[src/rtl/lcd_pkg.sv]
// rtl/lcd_pkg.sv - shared types, opcodes and window-byte table for the SPI LCD sequencer
package lcd_pkg;

    typedef enum logic [2:0] {
        ST_INIT_SEND,
        ST_INIT_DELAY,
        ST_READY,
        ST_WIN_SEND,
        ST_PIX_WAIT,
        ST_PIX_HI,
        ST_PIX_LO
    } state_t;

    localparam logic [7:0] CMD_SWRESET = 8'h01;
    localparam logic [7:0] CMD_SLPOUT  = 8'h11;
    localparam logic [7:0] CMD_COLMOD  = 8'h3A;
    localparam logic [7:0] CMD_MADCTL  = 8'h36;
    localparam logic [7:0] CMD_DISPON  = 8'h29;
    localparam logic [7:0] CMD_CASET   = 8'h2A;
    localparam logic [7:0] CMD_RASET   = 8'h2B;
    localparam logic [7:0] CMD_RAMWR   = 8'h2C;

    localparam int ROM_DEPTH = 7;
    localparam int WIN_BYTES = 11;

    typedef struct packed {
        logic       dc;
        logic [7:0] data;
        logic [7:0] delay_ms;
    } rom_entry_t;

    function automatic rom_entry_t rom_pack(input logic dc, input logic [7:0] data,
                                            input logic [7:0] delay_ms);
        rom_entry_t e;
        e.dc       = dc;
        e.data     = data;
        e.delay_ms = delay_ms;
        return e;
    endfunction

    // Returns {dc, byte} for one position of the CASET/RASET/RAMWR window sequence.
    function automatic logic [8:0] win_entry(input logic [3:0] idx, input logic [15:0] wm1,
                                             input logic [15:0] hm1);
        logic [8:0] e;
        case (idx)
            4'd0:       e = {1'b0, CMD_CASET};
            4'd1, 4'd2: e = {1'b1, 8'h00};
            4'd3:       e = {1'b1, wm1[15:8]};
            4'd4:       e = {1'b1, wm1[7:0]};
            4'd5:       e = {1'b0, CMD_RASET};
            4'd6, 4'd7: e = {1'b1, 8'h00};
            4'd8:       e = {1'b1, hm1[15:8]};
            4'd9:       e = {1'b1, hm1[7:0]};
            default:    e = {1'b0, CMD_RAMWR};
        endcase
        return e;
    endfunction

endpackage

[src/rtl/lcd_if.sv]
// rtl/lcd_if.sv - pixel source, SPI byte engine and status signals of the LCD sequencer
interface lcd_if;
    logic        frame_start;
    logic [15:0] pix_data;
    logic        pix_valid;
    logic        pix_ready;
    logic        spi_onoff;
    logic [7:0]  spi_data;
    logic        spi_valid;
    logic        dc;
    logic        init_done;
    logic        busy;
    logic        frame_done;

    modport master (
        input  frame_start, pix_data, pix_valid, spi_valid,
        output pix_ready, spi_onoff, spi_data, dc, init_done, busy, frame_done
    );

    modport slave (
        output frame_start, pix_data, pix_valid, spi_valid,
        input  pix_ready, spi_onoff, spi_data, dc, init_done, busy, frame_done
    );
endinterface

[src/rtl/lcd_ms_timer.sv]
// rtl/lcd_ms_timer.sv - loadable millisecond countdown with a single-cycle done pulse
module lcd_ms_timer #(
    parameter int unsigned CYC_PER_MS = 100000
) (
    input  logic       i_clk,
    input  logic       i_rst_n,
    input  logic       i_load,
    input  logic [7:0] i_ms,
    output logic       o_done
);
    localparam int DW = $clog2(150 * CYC_PER_MS + 1);

    logic [DW-1:0] r_cnt;

    // Loaded with N-1 and done at count 1, so the caller can act on the edge that
    // completes exactly N cycles after the load request.
    always_ff @(posedge i_clk or negedge i_rst_n) begin
        if (!i_rst_n) begin
            r_cnt <= '0;
        end else if (i_load) begin
            r_cnt <= DW'(32'(i_ms) * CYC_PER_MS - 32'd1);
        end else if (r_cnt != '0) begin
            r_cnt <= r_cnt - DW'(1);
        end
    end

    assign o_done = (r_cnt == DW'(1)) && !i_load;

endmodule

[src/rtl/lcd_ctrl.sv]
// rtl/lcd_ctrl.sv - SPI LCD sequencer: panel init, address window, RGB565 pixel streaming
module lcd_ctrl
    import lcd_pkg::*;
#(
    parameter int unsigned CYC_PER_MS = 100000,
    parameter int unsigned WIDTH      = 240,
    parameter int unsigned HEIGHT     = 320
) (
    input  logic  i_clk,
    input  logic  i_rst_n,
    lcd_if.master bus
);
    localparam longint unsigned NPIX = 64'(WIDTH) * 64'(HEIGHT);
    localparam int PCW = $clog2(NPIX + 1);
    localparam logic [15:0] WM1 = 16'(WIDTH - 1);
    localparam logic [15:0] HM1 = 16'(HEIGHT - 1);

    state_t         r_state, w_state;
    logic [2:0]     r_rom_idx, w_rom_idx;
    logic [3:0]     r_win_idx, w_win_idx;
    logic [PCW-1:0] r_pix_cnt, w_pix_cnt;
    logic [15:0]    r_pix, w_pix;
    logic           r_onoff, w_onoff;
    logic [7:0]     r_data, w_data;
    logic           r_dc, w_dc;
    logic           r_init_done, w_init_done;
    logic           r_frame_done, w_frame_done;

    rom_entry_t     w_rom;
    logic [8:0]     w_win;
    logic [7:0]     w_cur_byte;
    logic           w_cur_dc;
    logic           w_send_state;
    logic           w_tmr_load;
    logic           w_tmr_done;

    lcd_ms_timer #(.CYC_PER_MS(CYC_PER_MS)) u_timer (
        .i_clk  (i_clk),
        .i_rst_n(i_rst_n),
        .i_load (w_tmr_load),
        .i_ms   (w_rom.delay_ms),
        .o_done (w_tmr_done)
    );

    always_comb begin
        w_rom = '0;
        case (r_rom_idx)
            3'd0:    w_rom = rom_pack(1'b0, CMD_SWRESET, 8'd150);
            3'd1:    w_rom = rom_pack(1'b0, CMD_SLPOUT,  8'd120);
            3'd2:    w_rom = rom_pack(1'b0, CMD_COLMOD,  8'd0);
            3'd3:    w_rom = rom_pack(1'b1, 8'h55,       8'd0);
            3'd4:    w_rom = rom_pack(1'b0, CMD_MADCTL,  8'd0);
            3'd5:    w_rom = rom_pack(1'b1, 8'h00,       8'd0);
            3'd6:    w_rom = rom_pack(1'b0, CMD_DISPON,  8'd20);
            default: w_rom = '0;
        endcase
    end

    assign w_win = win_entry(r_win_idx, WM1, HM1);

    always_comb begin
        w_cur_dc   = 1'b1;
        w_cur_byte = r_pix[15:8];
        case (r_state)
            ST_INIT_SEND, ST_INIT_DELAY: begin
                w_cur_dc   = w_rom.dc;
                w_cur_byte = w_rom.data;
            end
            ST_WIN_SEND: {w_cur_dc, w_cur_byte} = w_win;
            ST_PIX_LO:   w_cur_byte = r_pix[7:0];
            default:     ;
        endcase
    end

    assign w_send_state = (r_state == ST_INIT_SEND) || (r_state == ST_WIN_SEND) ||
                          (r_state == ST_PIX_HI)    || (r_state == ST_PIX_LO);

    always_comb begin
        w_state      = r_state;
        w_rom_idx    = r_rom_idx;
        w_win_idx    = r_win_idx;
        w_pix_cnt    = r_pix_cnt;
        w_pix        = r_pix;
        w_onoff      = r_onoff;
        w_data       = r_data;
        w_dc         = r_dc;
        w_init_done  = r_init_done;
        w_frame_done = 1'b0;
        w_tmr_load   = 1'b0;

        if (w_send_state && !r_onoff) begin
            w_onoff = 1'b1;
            w_data  = w_cur_byte;
            w_dc    = w_cur_dc;
        end

        // rom_idx advances when a byte completes, so during INIT_DELAY it already
        // points at the entry to issue once the delay expires.
        case (r_state)
            ST_INIT_SEND: begin
                if (r_onoff && bus.spi_valid) begin
                    w_onoff   = 1'b0;
                    w_rom_idx = r_rom_idx + 3'd1;
                    if (w_rom.delay_ms != 8'd0) begin
                        w_tmr_load = 1'b1;
                        w_state    = ST_INIT_DELAY;
                    end else if (r_rom_idx == 3'(ROM_DEPTH - 1)) begin
                        w_init_done = 1'b1;
                        w_state     = ST_READY;
                    end
                end
            end
            ST_INIT_DELAY: begin
                if (w_tmr_done) begin
                    if (r_rom_idx == 3'(ROM_DEPTH)) begin
                        w_init_done = 1'b1;
                        w_state     = ST_READY;
                    end else begin
                        w_state = ST_INIT_SEND;
                        w_onoff = 1'b1;
                        w_data  = w_cur_byte;
                        w_dc    = w_cur_dc;
                    end
                end
            end
            ST_READY: begin
                if (bus.frame_start && !r_frame_done) begin
                    w_win_idx = 4'd0;
                    w_pix_cnt = PCW'(NPIX);
                    w_state   = ST_WIN_SEND;
                end
            end
            ST_WIN_SEND: begin
                if (r_onoff && bus.spi_valid) begin
                    w_onoff = 1'b0;
                    if (r_win_idx == 4'(WIN_BYTES - 1)) begin
                        w_state = ST_PIX_WAIT;
                    end else begin
                        w_win_idx = r_win_idx + 4'd1;
                    end
                end
            end
            ST_PIX_WAIT: begin
                if (bus.pix_valid) begin
                    w_pix   = bus.pix_data;
                    w_state = ST_PIX_HI;
                end
            end
            ST_PIX_HI: begin
                if (r_onoff && bus.spi_valid) begin
                    w_onoff = 1'b0;
                    w_state = ST_PIX_LO;
                end
            end
            ST_PIX_LO: begin
                if (r_onoff && bus.spi_valid) begin
                    w_onoff   = 1'b0;
                    w_pix_cnt = r_pix_cnt - PCW'(1);
                    if (r_pix_cnt == PCW'(1)) begin
                        w_frame_done = 1'b1;
                        w_state      = ST_READY;
                    end else begin
                        w_state = ST_PIX_WAIT;
                    end
                end
            end
            default: w_state = ST_INIT_SEND;
        endcase
    end

    always_ff @(posedge i_clk or negedge i_rst_n) begin
        if (!i_rst_n) begin
            r_state      <= ST_INIT_SEND;
            r_rom_idx    <= '0;
            r_win_idx    <= '0;
            r_pix_cnt    <= '0;
            r_pix        <= '0;
            r_onoff      <= 1'b0;
            r_data       <= '0;
            r_dc         <= 1'b0;
            r_init_done  <= 1'b0;
            r_frame_done <= 1'b0;
        end else begin
            r_state      <= w_state;
            r_rom_idx    <= w_rom_idx;
            r_win_idx    <= w_win_idx;
            r_pix_cnt    <= w_pix_cnt;
            r_pix        <= w_pix;
            r_onoff      <= w_onoff;
            r_data       <= w_data;
            r_dc         <= w_dc;
            r_init_done  <= w_init_done;
            r_frame_done <= w_frame_done;
        end
    end

    assign bus.spi_onoff  = r_onoff;
    assign bus.spi_data   = r_data;
    assign bus.dc         = r_dc;
    assign bus.init_done  = r_init_done;
    assign bus.frame_done = r_frame_done;
    assign bus.busy       = (r_state != ST_READY);
    assign bus.pix_ready  = (r_state == ST_PIX_WAIT);

endmodule

[src/flat_wrapper.sv]
// flat-port wrapper written by rule: the top's interface ports become plain ports
module lcd_ctrl_flat import lcd_pkg::*;
#(
    parameter int unsigned CYC_PER_MS = 100000,
    parameter int unsigned WIDTH      = 240,
    parameter int unsigned HEIGHT     = 320
)
  (i_clk, i_rst_n, bus_frame_start, bus_pix_data, bus_pix_valid, bus_spi_valid, bus_pix_ready, bus_spi_onoff, bus_spi_data, bus_dc, bus_init_done, bus_busy, bus_frame_done);
  lcd_if bus_i ();
  input  logic i_clk;
  input  logic i_rst_n;
  input wire logic [$bits(bus_i.frame_start)-1:0] bus_frame_start;
  input wire logic [$bits(bus_i.pix_data)-1:0] bus_pix_data;
  input wire logic [$bits(bus_i.pix_valid)-1:0] bus_pix_valid;
  input wire logic [$bits(bus_i.spi_valid)-1:0] bus_spi_valid;
  output wire logic [$bits(bus_i.pix_ready)-1:0] bus_pix_ready;
  output wire logic [$bits(bus_i.spi_onoff)-1:0] bus_spi_onoff;
  output wire logic [$bits(bus_i.spi_data)-1:0] bus_spi_data;
  output wire logic [$bits(bus_i.dc)-1:0] bus_dc;
  output wire logic [$bits(bus_i.init_done)-1:0] bus_init_done;
  output wire logic [$bits(bus_i.busy)-1:0] bus_busy;
  output wire logic [$bits(bus_i.frame_done)-1:0] bus_frame_done;
  assign bus_i.frame_start = bus_frame_start;
  assign bus_i.pix_data = bus_pix_data;
  assign bus_i.pix_valid = bus_pix_valid;
  assign bus_i.spi_valid = bus_spi_valid;
  assign bus_pix_ready = bus_i.pix_ready;
  assign bus_spi_onoff = bus_i.spi_onoff;
  assign bus_spi_data = bus_i.spi_data;
  assign bus_dc = bus_i.dc;
  assign bus_init_done = bus_i.init_done;
  assign bus_busy = bus_i.busy;
  assign bus_frame_done = bus_i.frame_done;
  lcd_ctrl #(.CYC_PER_MS(CYC_PER_MS), .WIDTH(WIDTH), .HEIGHT(HEIGHT)) u_core (.i_clk(i_clk), .i_rst_n(i_rst_n), .bus(bus_i));
endmodule
[config.mk]
export PLATFORM = sky130hd
export DESIGN_NAME = lcd_ctrl_flat
export DESIGN_NICKNAME = d
export VERILOG_FILES = /design/src/rtl/lcd_pkg.sv /design/src/rtl/lcd_if.sv /design/src/rtl/lcd_ms_timer.sv /design/src/rtl/lcd_ctrl.sv /design/src/flat_wrapper.sv
export SDC_FILE = /design/constraint.sdc
export NUM_CORES = 1
export LEC_CHECK = 0
export BUFFER_PORTS_ARGS = -buffer_cell sky130_fd_sc_hd__buf_2
export CAP_MARGIN = 0
export CORE_MARGIN = 10
export CORE_UTILIZATION = 30
export CTS_CLUSTER_SIZE = 24
export DETAILED_ROUTE_END_ITERATION = 12
export GPL_TIMING_DRIVEN = 0
export PLACE_DENSITY_LB_ADDON = 0.1
export REMOVE_ABC_BUFFERS = 1
export SKIP_CTS_REPAIR_TIMING = 1
export SLEW_MARGIN = 10
export SYNTH_ARGS = -nofsm -noshare
export SYNTH_HDL_FRONTEND = slang
export SYNTH_SLANG_ARGS = --single-unit
[constraint.sdc]
create_clock -name i_clk -period 14.8 [get_ports i_clk]
set_input_delay 2.22 -clock i_clk [delete_from_list [all_inputs] [get_ports i_clk]]
set_output_delay 2.22 -clock i_clk [all_outputs]
set_load 0.1 [all_outputs]
==> Word level (Yosys, flattened, before mapping) <==
Memory sizes are Yosys's and may differ from the RTL's.
Cells that the tools add are included.
W data, S select, Z words.
{ "op_classes": {"addsub": 5, "mul": 1, "n_eq_ne": 30, "muxes": 50, "reduce_logical": 26} }
{ "ops": {"columns": ["operator", "n"], "rows": [
  ["$pmux W17 S7", 1],
  ["$mux W24", 2],
  ["$sub A24 B1 Y24 const B", 2],
  ["$mux W17", 2],
  ["$pmux W17 S2", 1],
  ["$mux W3", 11],
  ["$mux W8", 4],
  ["$eq A24 B1 Y1 const B", 1],
  ["$pmux W8 S3", 1],
  ["$reduce_bool A24 Y1", 1],
  ["$eq A3 B3 Y1 const B", 7],
  ["$pmux W3 S7", 1],
  ["$ne A2 B2 Y1 const B", 10],
  ["$mul A8 B12 Y19 const B", 1],
  ["$mux W1", 19],
  ["$eq A17 B1 Y1 const B", 1],
  ["$sub A17 B1 Y17 const B", 1],
  ["$eq A3 B2 Y1 const B", 4],
  ["$mux W4", 3],
  ["$reduce_and A9 Y1", 1],
  ["$pmux W4 S2", 1],
  ["$reduce_bool A2 Y1", 4],
  ["$reduce_bool A8 Y1", 1],
  ["$eq A3 B1 Y1 const B", 2],
  ["other kinds (18)", 30]
]} }
{ "totals": {"register_bits": 79, "rom_bits": 144, "input_bits": 21, "output_inout_bits": 14, "wordCells": 124, "mem_count": 1} }
{ "mem_list": {"columns": ["name", "words", "width", "read_ports", "rd_clocked_by_memory_dff", "wr", "line_no", "source"], "rows": [
  ["(no name shown)", 16, 9, 1, 0, 0, "lcd_pkg.sv:45", "case (idx)"]
]} }

==> Logic depth before layout (Yosys ltp) <==
Gate-level depths: netlist of run 1.
{ "depth": {"word_depth": 10, "depth_mapped": 18, "depth_no_buf": 17} }

==> By module <==
From an unflattened synthesis of run 1, not the netlist that was laid out.
{ "unflattened": {"hier_cells": 685, "area_unflattened_um2": 6442.4} }
{ "modules_own_cells": {"columns": ["mod", "instances", "cells_per_inst", "area_per_inst_um2", "seq_area_each_um2"], "rows": [
  ["lcd_ctrl", 1, 334, 3245.6, 1376.3],
  ["lcd_ms_timer", 1, 351, 3196.8, 600.6]
]} }

==> Worst setup path before layout of run 1 <==
OpenSTA, ideal clock, no wires.
{ "synth_timing": {"kind": "register to register", "start": "register u_core.r_rom_idx[1]", "end": "register u_core.u_timer.r_cnt[19]", "setup_time_ns": 0.120, "t_arrival_ns": 4.686, "required_ns": 14.680, "path_slack_ns": 9.993, "stages_incl_launch_ff": 19, "path_buffers": 1, "period_less_slack_ns": 4.807, "cell_sequence": "dfrtp_1 inv_1 ha_1 nand2b_1 clkbuf_1 inv_2 nor2_1 inv_1 ha_1 ha_1 fa_1 ha_1 ha_1 nand4_1 nand2_1 xor2_1 o41a_1 or4_1 o211a_1"} }
{ "synth_between": {"elab_chain_cells": 7, "word_cells_on_any_way": 16, "classes_between": "add/sub (1); mul (1); eq/ne (6); mux (5); reduce/logical (3)"} }
{ "synth_lines": {"columns": ["element", "line_no", "source"], "rows": [
  ["start, declared", "lcd_ctrl.sv:19", "logic [2:0] r_rom_idx, w_rom_idx;"],
  ["start signal, assigned", "lcd_ctrl.sv:185", "r_rom_idx <= w_rom_idx;"],
  ["$eq A3 B3 Y1 (tied with other cells)", "lcd_ctrl.sv:47", "case (r_rom_idx)"],
  ["$pmux W17 S7 (*)", "lcd_ctrl.sv:47", null],
  ["branches (longest 5 deep; another with $sub A24 B1 Y24)", null, null],
  ["end signal, assigned", "lcd_ms_timer.sv:21", "r_cnt <= DW'(32'(i_ms) * CYC_PER_MS - 32'd1);"],
  ["end signal, assigned", "lcd_ms_timer.sv:23", "r_cnt <= r_cnt - DW'(1);"],
  ["end, declared", "lcd_ms_timer.sv:13", "logic [DW-1:0] r_cnt;"]
]} }
Mark *: on every way between the ends.
A chain may end at the register's enable or synchronous reset.

==> Worst setup path in the final report of run 1 <==
{ "layout_timing": {"start": "register u_core.r_rom_idx[2]", "end": "register u_core.u_timer.r_cnt[19]"} }
Same word-level chain as after synthesis.

==> out/qor.yml, run 1 <==
sta:
  slew_viol_final: 0
  rsz0062_at_grt: "false"
  final_hold_viol_count: 0
  tns_ns: 0
  finClkSkew_ns: 0.0115
  slew-limit-headroom_pct: 27.1
  tightest_slew_ns: 1.09
  fin_crit_sh_pct: 36.4
  post-route-min-period_ns: 5.39
  fmax_mhz: 186
  setup_violations: 0
logic_synthesis:
  yosys.area_share.adder_pct: 12.6
  ys_warn_count: 0
  syn_area_um2: 5800
  netlist_top_cells_area: "dfrtp_1 (34%), ha_1 (11%), xnor2_1 (4.2%), nor2_1 (3.6%), mux2_2 (3.3%)"
  synth_top_family_by_area: "simple AND/OR/NAND/NOR gates"
  netlist_instances: 623
  synth_simple_gate_area_share_pct: 20.0
  synthMuxAreaShare_pct: 8.42
  yosysSeqAreaShare_pct: 34.1
  ys_async_sr_fraction_pct: 100
  synth_top_area_cell: "dfrtp_1"
  ys_ff_latch: 79
  postSynthAreaPerCell_um2: 9.30
  synth-edff-count: 0
  synth_compound_area_share_pct: 14.7
  post-synth-top-area-fraction_pct: 34.1
  yosys.area_share.xor_xnor_pct: 6.50
  synth_cell_types: 73
  ys.flop_type: "dfrtp_1"
critical_path:
  r2r-start: "u_core.r_rom_idx[2]"
  r2r_cells: 15
  critPathMaxFanout: 16
  cp-start-kind: "flip-flop"
  startpoint: "u_core.r_rom_idx[2]"
  cp_data_required_time_ns: 15.04
  critical_path_arrival_ns: 5.62
  reg2reg_to: "u_core.u_timer.r_cnt[19]"
  cp-end-kind: "flip-flop"
  critical_path_class: "reg -> reg"
  regToRegSetupSlack_ns: 9.41
clock_network:
  clkSlewWorstSetupHoldPaths_ns: 0.06
  clock_path_buffers: 2
  cts_tree: "done"
  clockRootBuffer: "clkbuf_16"
  ctsHtreeMaxLevel: 3
  cts_buffers: 9
  worstSkewPairLatency_ns: 0.34
  numClockSinks: 79
drt:
  drtIter0Drc: 252
  first_pass_iters: 4
  antenna_left: 0
  wl_per_cell_um: 16.6
  via_per_inst: 5.05
  drc_errors: 0
  wl_mm: 15.0
  dr_total_vias: 4571
placed_design:
  dp_hpwl_mm: 11.3
  place.gp.congestion: 0.819
  dp.cells: 890
  placed_cell_area_um2: 6200
  io_buffer_count: 34
cells_and_area:
  fin_cells: 905
  drive_above_1_share_pct: 14.4
  final_cell_mix: "dfrtp_1 (79), nor2_1 (55), ha_1 (52), nand2_1 (48), buf_2 (33)"
  area_growth_pct: 11.9
  nets: 718
  final_common_cell: "dfrtp_1"
  diodes: 0
  final_area_um2: 6480
grt:
  grt_max_degree: 47
  grt_util_met2_pct: 19.0
  antenna_found_initial: 0
  top_usage_layer: "met2"
  grt_pass1_wl_mm: 24.9
  overflow: 0
  use_met3_pct: 1.91
  grtUsageMet1_pct: 16.0
  first_global_vias: 4655
  groute.usage.overall_pct: 11.9
floorplanning:
  die_w_um: 159
  num_rows: 50
  die-area_um2: 25300
  core_area_um2: 18800
  die_h_um: 159
  initial_utilization_pct: 30.8
  ioPinCount: 35
outcome:
  outcome: "completed"
min_path:
  hold_class: "reg -> reg"
  hold_depth: 1
  min_to: "u_core.bus.init_done"
  holdCritStartpoint: "u_core.bus.init_done"
power_and_ir_drop:
  leakage_uw: 0.00280
  vdd_drop_max_uv: 126
  finalPower_uw: 1640
  p_per_area_nw_per_um2: 252
flow_run:
  cap_violations: 0
[power breakdown]
part | internal [uW] | total (uW) | switching (uW)
registers | 311 | 420 | 109
clock network | 127 | 217 | 89.7
logic | 378 | 998 | 619
total | 817 | 1640 | 818
[final cells by class]
cell class	count	area (um2)
clock inverters	2	13.8
fillers	1959	12300
repair buffers	35	193
flip-flops and latches	79	1980
well taps	260	325
multi-input cells	491	3610
clock buffers	13	270
inverters	25	93.8
[worst max-delay path by stage]
stage	end
4_1_cts	u_core.u_timer.r_cnt[19]
5_1_grt	u_core.u_timer.r_cnt[19]
2_1_floorplan	u_core.u_timer.r_cnt[19]
3_3_place_gp	u_core.u_timer.r_cnt[19]
3_5_place_dp	u_core.u_timer.r_cnt[19]
6_report	u_core.u_timer.r_cnt[19]
[kinds of logic after synthesis]
family,count (synthesis)
AOI/OAI and AO/OA,129
xor gates and xnor gates,43
adders and majority gates,56
buffers and inverters,53
DFF,79
muxes,41
other,1
and+or+nand+nor,221
[stage by stage]
step | setup WS [ns] | hold WS [ns] | utilization (%)
final | 9.41 | 0.490 | 34.4
after global routing | 8.95 | 0.514 | 34.4
after CTS | 9.15 | 0.507 | 34.4
after detailed placement | 9.16 | 0.491 | 32.9
after global placement | 9.22 | 0.494 | 32.8
after floorplan | 10.03 | 0.475 | -
[cell usage after synthesis (6+ instances only)]
master / count
a211oi_1: 6
a21o_1: 6
a21oi_1: 31
a31oi_1: 8
and2_1: 7
clkbuf_1: 21
dfrtp_1: 79
ha_1: 52
inv_1: 22
mux2_2: 17
mux2_4: 8
mux2i_1: 14
nand2_1: 48
nand2b_1: 8
nand3_1: 14
nand4_1: 7
nor2_1: 55
nor3_1: 28
nor4_1: 9
o21ai_0: 31
o22ai_1: 9
or3_1: 10
xnor2_1: 28
xor2_1: 15
[per-layer routing]
| layer | routed length (um) | part of all wire [%] |
|---|---|---|
| met5 | 0 | 0 |
| met4 | 123 | 0.82 |
| met3 | 415 | 2.8 |
| met2 | 7090 | 47 |
| met1 | 7380 | 49 |
[flip-flops by register name, summed over array words and instances (netlist names), 3 cells and up]
| register | cells |
|---|---|
| u_core.bus.spi_data | 8 |
| u_core.u_timer.r_cnt | 24 |
| u_core.r_state | 3 |
| u_core.r_pix_cnt | 17 |
| u_core.r_pix | 16 |
| u_core.r_rom_idx | 3 |
| u_core.r_win_idx | 4 |
[worst max-delay path, cell delays in order (launching register included)]
cell and delay [ns]:
dfrtp_1 0.74, nand2b_1 0.50, inv_2 0.27, nor2_1 0.37
inv_1 0.22, ha_1 0.37, ha_1 0.23, fa_1 0.39
ha_1 0.28, ha_1 0.34, nand4_1 0.13, nand2_1 0.13
xor2_1 0.25, o41a_1 0.43, or4_1 0.51, o211a_1 0.12
Note: power is estimated with default switching activity, not from simulation.
==> run 2: changes to the inputs <==
--- a/config.mk
+++ b/config.mk
@@ -5,6 +5,7 @@
 export SDC_FILE = /design/constraint.sdc
 export NUM_CORES = 1
 export LEC_CHECK = 0
+export ABC_AREA = 1
 export BUFFER_PORTS_ARGS = -buffer_cell sky130_fd_sc_hd__buf_2
 export CAP_MARGIN = 0
 export CORE_MARGIN = 10
==> constraint.sdc (replaced) <==
create_clock -name i_clk -period 5.1 [get_ports i_clk]
set_input_delay 0.765 -clock i_clk [delete_from_list [all_inputs] [get_ports i_clk]]
set_output_delay 0.765 -clock i_clk [all_outputs]
set_load 0.1 [all_outputs]
==> run 2 against run 1 <==
  * Count of clock-buffer cells in the layout decreased by 3
  * Critical path depth increased by 6
  * Routed wire length increased by 5.5%
  * Area after synthesis increased by 5.9%
  * Core utilization decreased by 0.10 points
  * Non-clock buffer count unchanged
  * Cell area increased by 6.8%
  * Final cell count increased by 21%
  * Sequential power increased to 2.7 times the previous value
  * Global-route usage increased by 0.45 points
  * Register-to-register slack got worse by 8.9 ns
  * Maximum frequency increased by 18%
  * Critical endpoint is now u_core.u_timer.r_cnt[18]
  * Highest routed layer unchanged
==> out/qor.yml, run 2 <==
logic_synthesis:
  synth_top_area_cell: "dfrtp_1"  # unchanged
  synth_most_common_cell: "nand2_1"  # was dfrtp_1
  ys_warn_count: 0  # unchanged
  synth_top_family_by_area: "simple AND/OR/NAND/NOR gates"  # unchanged
  yosysSeqAreaShare_pct: 32.2  # was 34.1%
  ys_ff_latch: 79  # unchanged
  synth_compound_area_share_pct: 10.9  # was 14.7%
  synthTopCellsByCount: "nand2_1 (156), inv_1 (87), nor2_1 (87), dfrtp_1 (79), ha_1 (52)"  # was dfrtp_1 (79), nor2_1 (55), ha_1 (52), nand2_1 (48)
  yosys.area_share.xor_xnor_pct: 2.57  # was 6.50%
  netlist_top_cells_area: "dfrtp_1 (32%), ha_1 (11%), nand2_1 (9.5%), inv_1 (5.3%), nor2_1 (5.3%)"  # was dfrtp_1 (34%), ha_1 (11%), xnor2_1 (4.2%), nor2_1 (3.6%), mux2_2 (3.3%)
  syn_area_um2: 6140  # was 5800 um2
  yosys.area_share.adder_pct: 11.9  # was 12.6%
  postSynthAreaPerCell_um2: 7.86  # was 9.30 um2
  ys_async_sr_fraction_pct: 100  # unchanged
  synth_simple_gate_area_share_pct: 32.1  # was 20.0%
  synth_cell_types: 59  # was 73
  post-synth-top-area-fraction_pct: 32.2  # was 34.1%
  ys.flop_type: "dfrtp_1"  # unchanged
  netlist_instances: 781  # was 623
  synthMuxAreaShare_pct: 2.94  # was 8.42%
  synth-edff-count: 0  # unchanged
power_and_ir_drop:
  intPower_uw: 2200  # was 817 uW
  switchingPower_uw: 2440  # was 818 uW
  p_per_area_nw_per_um2: 670  # was 252 nW/um2
  p_seq_share_pct: 24.7  # was 25.7%
  power_frac_clock_pct: 15.1  # was 13.3%
  leakage_uw: 0.00334  # was 0.00280 uW
  combPwrFrac_pct: 60.2  # was 61.0%
  vdd_drop_max_uv: 246  # was 126 uV
  swShare_pct: 52.5  # was 50.1%
  finalPower_uw: 4640  # was 1640 uW
drt:
  routed.top_layer: "met4"  # unchanged
  wl_mm: 15.8  # was 15.0 mm
  drc_errors: 0  # unchanged
  wl_met1_mm: 7.56  # was 7.38 mm
  dr_total_vias: 5209  # was 4,571
  wl_per_cell_um: 14.5  # was 16.6 um
  route.met2.wl_mm: 7.56  # was 7.09 mm
  via_per_inst: 4.77  # was 5.05
  antenna_left: 0  # unchanged
  drtIter0Drc: 323  # was 252
  first_pass_iters: 5  # was 4
  detailroute.wirelength.met3_um: 574  # was 415 um
placed_design:
  io_buffer_count: 34  # unchanged
  place.gp.congestion: 0.843  # was 0.819
  dp_slack_ns: 0.270  # was 9.16 ns
  dp.cells: 1075  # was 890
  dp_hpwl_mm: 12.2  # was 11.3 mm
clock_network:
  clkSlewWorstSetupHoldPaths_ns: 0.07  # was 0.06 ns
  clockRootBuffer: "clkbuf_16"  # unchanged
  ctsHtreeMaxLevel: 3  # unchanged
  numClockSinks: 79  # unchanged
  worstSkewPairLatency_ns: 0.35  # was 0.34 ns
  cts_buffers: 9  # unchanged
  cts_tree: "done"  # unchanged
  clock_path_buffers: 2  # unchanged
critical_path:
  cp_data_required_time_ns: 5.37  # was 15.04 ns
  critical_path_arrival_ns: 4.83  # was 5.62 ns
  regToRegSetupSlack_ns: 0.53  # was 9.41 ns
  r2r-start: "u_core.r_rom_idx[0]"  # was u_core.r_rom_idx[2]
  r2r_cells: 21  # was 15
  cp-end-kind: "flip-flop"  # unchanged
  reg2reg_to: "u_core.u_timer.r_cnt[18]"  # was u_core.u_timer.r_cnt[19]
  cp-start-kind: "flip-flop"  # unchanged
  startpoint: "u_core.r_rom_idx[0]"  # was u_core.r_rom_idx[2]
  critPathMaxFanout: 8  # was 16
  critical_path_class: "reg -> reg"  # unchanged
sta:
  rsz0062_at_grt: "false"  # unchanged
  slew_viol_final: 0  # unchanged
  final_hold_viol_count: 0  # unchanged
  tns_ns: 0  # unchanged
  post-route-min-period_ns: 4.57  # was 5.39 ns
  slew-limit-headroom_pct: 38.3  # was 27.1%
  tightest_slew_ns: 0.924  # was 1.09 ns
  finClkSkew_ns: 0.0106  # was 0.0115 ns
  fin_crit_sh_pct: 89.6  # was 36.4%
  setup_violations: 0  # unchanged
  fmax_mhz: 219  # was 186 MHz
  layout_setup_ws_ns: 0.532  # was 9.41 ns
flow_run:
  cap_violations: 0  # unchanged
floorplanning:
  core_area_um2: 20200  # was 18,800 um2
  num_rows: 52  # was 50
  die-area_um2: 26600  # was 25,300 um2
  initial_utilization_pct: 30.4  # was 30.8%
  ioPinCount: 35  # unchanged
  die_h_um: 163  # was 159 um
  die_w_um: 163  # was 159 um
grt:
  groute.usage.overall_pct: 12.3  # was 11.9%
  first_global_vias: 5337  # was 4,655
  grt_max_degree: 61  # was 47
  antenna_found_initial: 0  # unchanged
  overflow: 0  # unchanged
  grt_pass1_wl_mm: 27.1  # was 24.9 mm
cells_and_area:
  area_growth_pct: 12.8  # was 11.9%
  drive_above_1_share_pct: 16.9  # was 14.4%
  top_regs: "u_core.u_timer.r_cnt (24), u_core.r_pix_cnt (17), u_core.r_pix (16)"  # unchanged
  largest_reg_flops: 24  # unchanged
  final_cell_mix: "nand2_1 (156), inv_1 (87), nor2_1 (86), dfrtp_1 (78), ha_1 (51)"  # was dfrtp_1 (79), nor2_1 (55), ha_1 (52), nand2_1 (48), buf_2 (33)
  fin_cells: 1091  # was 905
  final_common_cell: "nand2_1"  # was dfrtp_1
  diodes: 0  # unchanged
  nets: 893  # was 718
  regMostFlops: "u_core.u_timer.r_cnt"  # unchanged
  fin_util_pct: 34.3  # was 34.4%
min_path:
  hold_class: "in -> async"  # was reg -> reg
outcome:
  outcome: "completed"  # unchanged
==> run 2: changes by cell type after synthesis, sizes merged, moves of 9 or more <==
cell / delta
nand2: +126
inv: +72
nor2: +47
nand3: +39
xnor2: -22
a21oi: +18
clkbuf: -18
mux2i: -16
or3: -10
mux2: -9
==> run 2: per-layer routing <==
metal	vias up	track usage (%)
li1	2656	-
met1	2472	15.9
met2	68	20.6
met3	13	2.82
met4	0	2.66
met5	-	0
==> run 2: how the worst max path moves through the flow <==
stage | to | cells past startpoint | slack (ns)
floorplan | u_core.u_timer.r_cnt[21] | 21 | 0.93
global placement | u_core.u_timer.r_cnt[21] | 21 | 0.27
detailed placement | u_core.u_timer.r_cnt[18] | 20 | 0.27
CTS | u_core.u_timer.r_cnt[18] | 23 | 0.23
global route | u_core.u_timer.r_cnt[21] | 25 | 0.05
finish | u_core.u_timer.r_cnt[18] | 21 | 0.53
==> run 2: layout make-up <==
class                   instances  area, um2
inverters                      96        375
repair buffers                 35        200
flip-flops and latches         79       1980
fillers                      2197      13200
well taps                     270        338
clock inverters                 6       75.1
multi-input cells             595       3720
clock buffers                  10        239
==> run 2: critical path, stage by stage, from the launching register on <==
cell and delay, ns:
dfrtp_1 0.40, inv_1 0.12, ha_1 0.26, nand2_4 0.14, nand2_4 0.12, nor2_2 0.26
inv_1 0.20, ha_1 0.37, ha_1 0.23, fa_1 0.41, ha_1 0.29, ha_1 0.34
or2_2 0.30, nand2_1 0.06, nand2_1 0.05, nor2_1 0.20, nand2_1 0.10, nor2_2 0.21
nand2_1 0.07, nand2_1 0.08, nand3_1 0.09, a21oi_1 0.17
==> run 2: kinds of logic after synthesis <==
group           Yosys count
fa+ha+maj                56
compound gates          115
mux                      16
other cells               1
simple gates            389
flops                    79
buf+inv                 107
xor+xnor                 18
==> run 2: metrics by stage <==
step           hold WS (ns)  area [um2]
3_5_place_dp          0.462        6610
4_1_cts               0.306        6920
6_report              0.307        6930
5_1_grt               0.318        6930
3_3_place_gp          0.459        6580
2_1_floorplan         0.469        6070
==> run 2: power by group through the flow <==
stage	Sequential [uW]	Clock, uW	Combinational (uW)
floorplan	1380	0	1950
global placement	1150	0	2800
detailed placement	1150	0	2830
CTS	1140	725	2840
global route	1190	747	3170
finish	1140	703	2790
==> run 3: changes to the inputs <==
--- a/config.mk
+++ b/config.mk
@@ -5,7 +5,6 @@
 export SDC_FILE = /design/constraint.sdc
 export NUM_CORES = 1
 export LEC_CHECK = 0
-export ABC_AREA = 1
 export BUFFER_PORTS_ARGS = -buffer_cell sky130_fd_sc_hd__buf_2
 export CAP_MARGIN = 0
 export CORE_MARGIN = 10
==> run 3 against run 2 <==
  * First-iteration DRC count is 14% lower
  * Setup slack got worse by 0.21 ns
  * Largest cell class unchanged
  * Critical path depth is 4 lower
  * Core utilization increased by 0.40 points
  * Total power rose by 3.3%
  * Sequential power is 7% higher
  * Critical endpoint is now u_core.u_timer.r_cnt[19]
  * Clock skew up 0.00061 ns
  * Die area fell by 4.9%
  * Non-clock buffer count up 2
  * Combinational power grew 5%
  * Clock power is 10% lower
==> out/qor.yml, run 3 (synthesis results as in run 1) <==
floorplanning:
  die_h_um: 159  # was 163 um
  die-area_um2: 25300  # was 26,600 um2
  core_area_um2: 18800  # was 20,200 um2
  initial_utilization_pct: 30.8  # was 30.4%
  ioPinCount: 35  # unchanged
  num_rows: 50  # was 52
  die_w_um: 159  # was 163 um
placed_design:
  dp_hpwl_mm: 11.3  # was 12.2 mm
  io_buffer_count: 34  # unchanged
  dp.cells: 890  # was 1,075
  dp_slack_ns: -0.544  # was 0.270 ns
  place.gp.congestion: 0.819  # was 0.843
clock_network:
  cts_buffers: 9  # unchanged
  clockRootBuffer: "clkbuf_16"  # unchanged
  clkSlewWorstSetupHoldPaths_ns: 0.06  # was 0.07 ns
  ctsHtreeMaxLevel: 3  # unchanged
  clock_path_buffers: 2  # unchanged
  cts_tree: "done"  # unchanged
  worstSkewPairLatency_ns: 0.35  # about the same
  numClockSinks: 79  # unchanged
cells_and_area:
  fin_cells: 907  # was 1,091
  final_common_cell: "dfrtp_1"  # was nand2_1
  diodes: 0  # unchanged
  final_cell_mix: "dfrtp_1 (78), nor2_1 (54), ha_1 (49), nand2_1 (48), buf_2 (33)"  # was nand2_1 (156), inv_1 (87), nor2_1 (86), dfrtp_1 (78), ha_1 (51)
  area_growth_pct: 12.8  # about the same
  drive_above_1_share_pct: 15.8  # was 16.9%
  largest_reg_flops: 24  # unchanged
  nets: 720  # was 893
  top_regs: "u_core.u_timer.r_cnt (24), u_core.r_pix_cnt (17), u_core.r_pix (16)"  # unchanged
  fin_util_pct: 34.7  # was 34.3%
  regMostFlops: "u_core.u_timer.r_cnt"  # unchanged
  fillers: 1957  # was 2,197
critical_path:
  critPathMaxFanout: 8  # unchanged
  cp-start-kind: "flip-flop"  # unchanged
  cp_data_required_time_ns: 5.34  # was 5.37 ns
  critical_path_class: "reg -> reg"  # unchanged
  r2r_cells: 17  # was 21
  critical_path_arrival_ns: 5.02  # was 4.83 ns
  cp-end-kind: "flip-flop"  # unchanged
grt:
  antenna_found_initial: 0  # unchanged
  overflow: 0  # unchanged
  grt_pass1_wl_mm: 24.9  # was 27.1 mm
  groute.usage.overall_pct: 11.9  # was 12.3%
  first_global_vias: 4655  # was 5,337
  grt_max_degree: 47  # was 61
flow_run:
  cap_violations: 0  # unchanged
power_and_ir_drop:
  finalPower_uw: 4790  # was 4640 uW
  switchingPower_uw: 2400  # was 2440 uW
  p_seq_share_pct: 25.5  # was 24.7%
  leakage_uw: 0.00281  # was 0.00334 uW
  intPower_uw: 2400  # was 2200 uW
  combPwrFrac_pct: 61.3  # was 60.2%
  power_frac_clock_pct: 13.2  # was 15.1%
  vdd_drop_max_uv: 382  # was 246 uV
  p_per_area_nw_per_um2: 733  # was 670 nW/um2
  swShare_pct: 50.0  # was 52.5%
drt:
  antenna_left: 0  # unchanged
  drtIter0Drc: 277  # was 323
  drc_errors: 0  # unchanged
  wl_per_cell_um: 16.6  # was 14.5 um
  wl_mm: 15.1  # was 15.8 mm
  first_pass_iters: 5  # unchanged
  dr_total_vias: 4568  # was 5,209
  via_per_inst: 5.04  # was 4.77
sta:
  layout_setup_ws_ns: 0.324  # was 0.532 ns
  slew_viol_final: 0  # unchanged
  final_hold_viol_count: 0  # unchanged
  finClkSkew_ns: 0.0112  # was 0.0106 ns
  setup_violations: 0  # unchanged
  fin_crit_sh_pct: 93.7  # was 89.6%
  rsz0062_at_grt: "false"  # unchanged
  fmax_mhz: 209  # was 219 MHz
  slew-limit-headroom_pct: 27.5  # was 38.3%
  tightest_slew_ns: 1.08  # was 0.924 ns
  post-route-min-period_ns: 4.78  # was 4.57 ns
outcome:
  outcome: "completed"  # unchanged
min_path:
  hold_class: "in -> async"  # unchanged
-- run 3: per-layer routing --
layer / vias to the layer above / GRT usage (%) / wire length, um
met1: 2225 / 16.0 / 7490
met5: - / 0 / 0
li1: 2278 / - / -
met4: 0 / 3.58 / 173
met2: 54 / 19.0 / 7000
met3: 11 / 1.91 / 408
-- run 3: layout make-up --
class	instances	area (um2)	share of cell area, %
inverter	25	98.8	1.51
timing repair buffer	37	208	3.18
multi-input combinational	491	3650	55.8
sequential	79	1980	30.2
clock inverter	2	13.8	0.210
tap	260	325	4.97
clock buffer	13	270	4.13
-- run 3: power by group through the flow --
stage                     sequential, uW  clock (uW)  combinational, uW
after floorplan                     1420           0               2010
after global placement              1220           0               2900
after detailed placement            1220           0               2920
after CTS                           1220         653               2940
after global routing                1270         678               3270
final                               1220         631               2940
-- run 3: final timing paths --
kind	startpoint	slack, ns	endpoint
worst min register to register	u_core.bus.init_done	0.49	u_core.bus.init_done
min in group i_clk	u_core.bus.init_done	0.49	u_core.bus.init_done
worst min-delay path	i_rst_n	0.44	u_core.r_pix_cnt[13]
worst max-delay path	u_core.r_rom_idx[0]	0.32	u_core.u_timer.r_cnt[19]
worst max register to register	u_core.r_rom_idx[0]	0.32	u_core.u_timer.r_cnt[19]
max in group asynchronous	i_rst_n	4.01	u_core.r_rom_idx[2]
-- run 3: metrics by stage --
| stage | TNS (ns) | cell area, um2 | hold WS, ns |
|---|---|---|---|
| detailed placement | -2.36 | 6200 | 0.491 |
| global route | 0 | 6540 | 0.487 |
| global placement | -1.93 | 6180 | 0.494 |
| finish | 0 | 6540 | 0.435 |
| floorplan | 0 | 5680 | 0.469 |
| CTS | -2.46 | 6480 | 0.468 |
-- run 3: critical path, cell delays in order (launching register included) --
cell and delay, ns:
dfrtp_1 0.40, inv_1 0.12, ha_2 0.28, mux2i_4 0.21
inv_1 0.19, nor2_4 0.18, inv_1 0.15, ha_1 0.36
ha_1 0.23, fa_1 0.39, ha_1 0.28, ha_1 0.34
nand4_1 0.13, nand2_1 0.14, xor2_2 0.23, o41a_1 0.41
or4_1 0.51, o211a_1 0.12
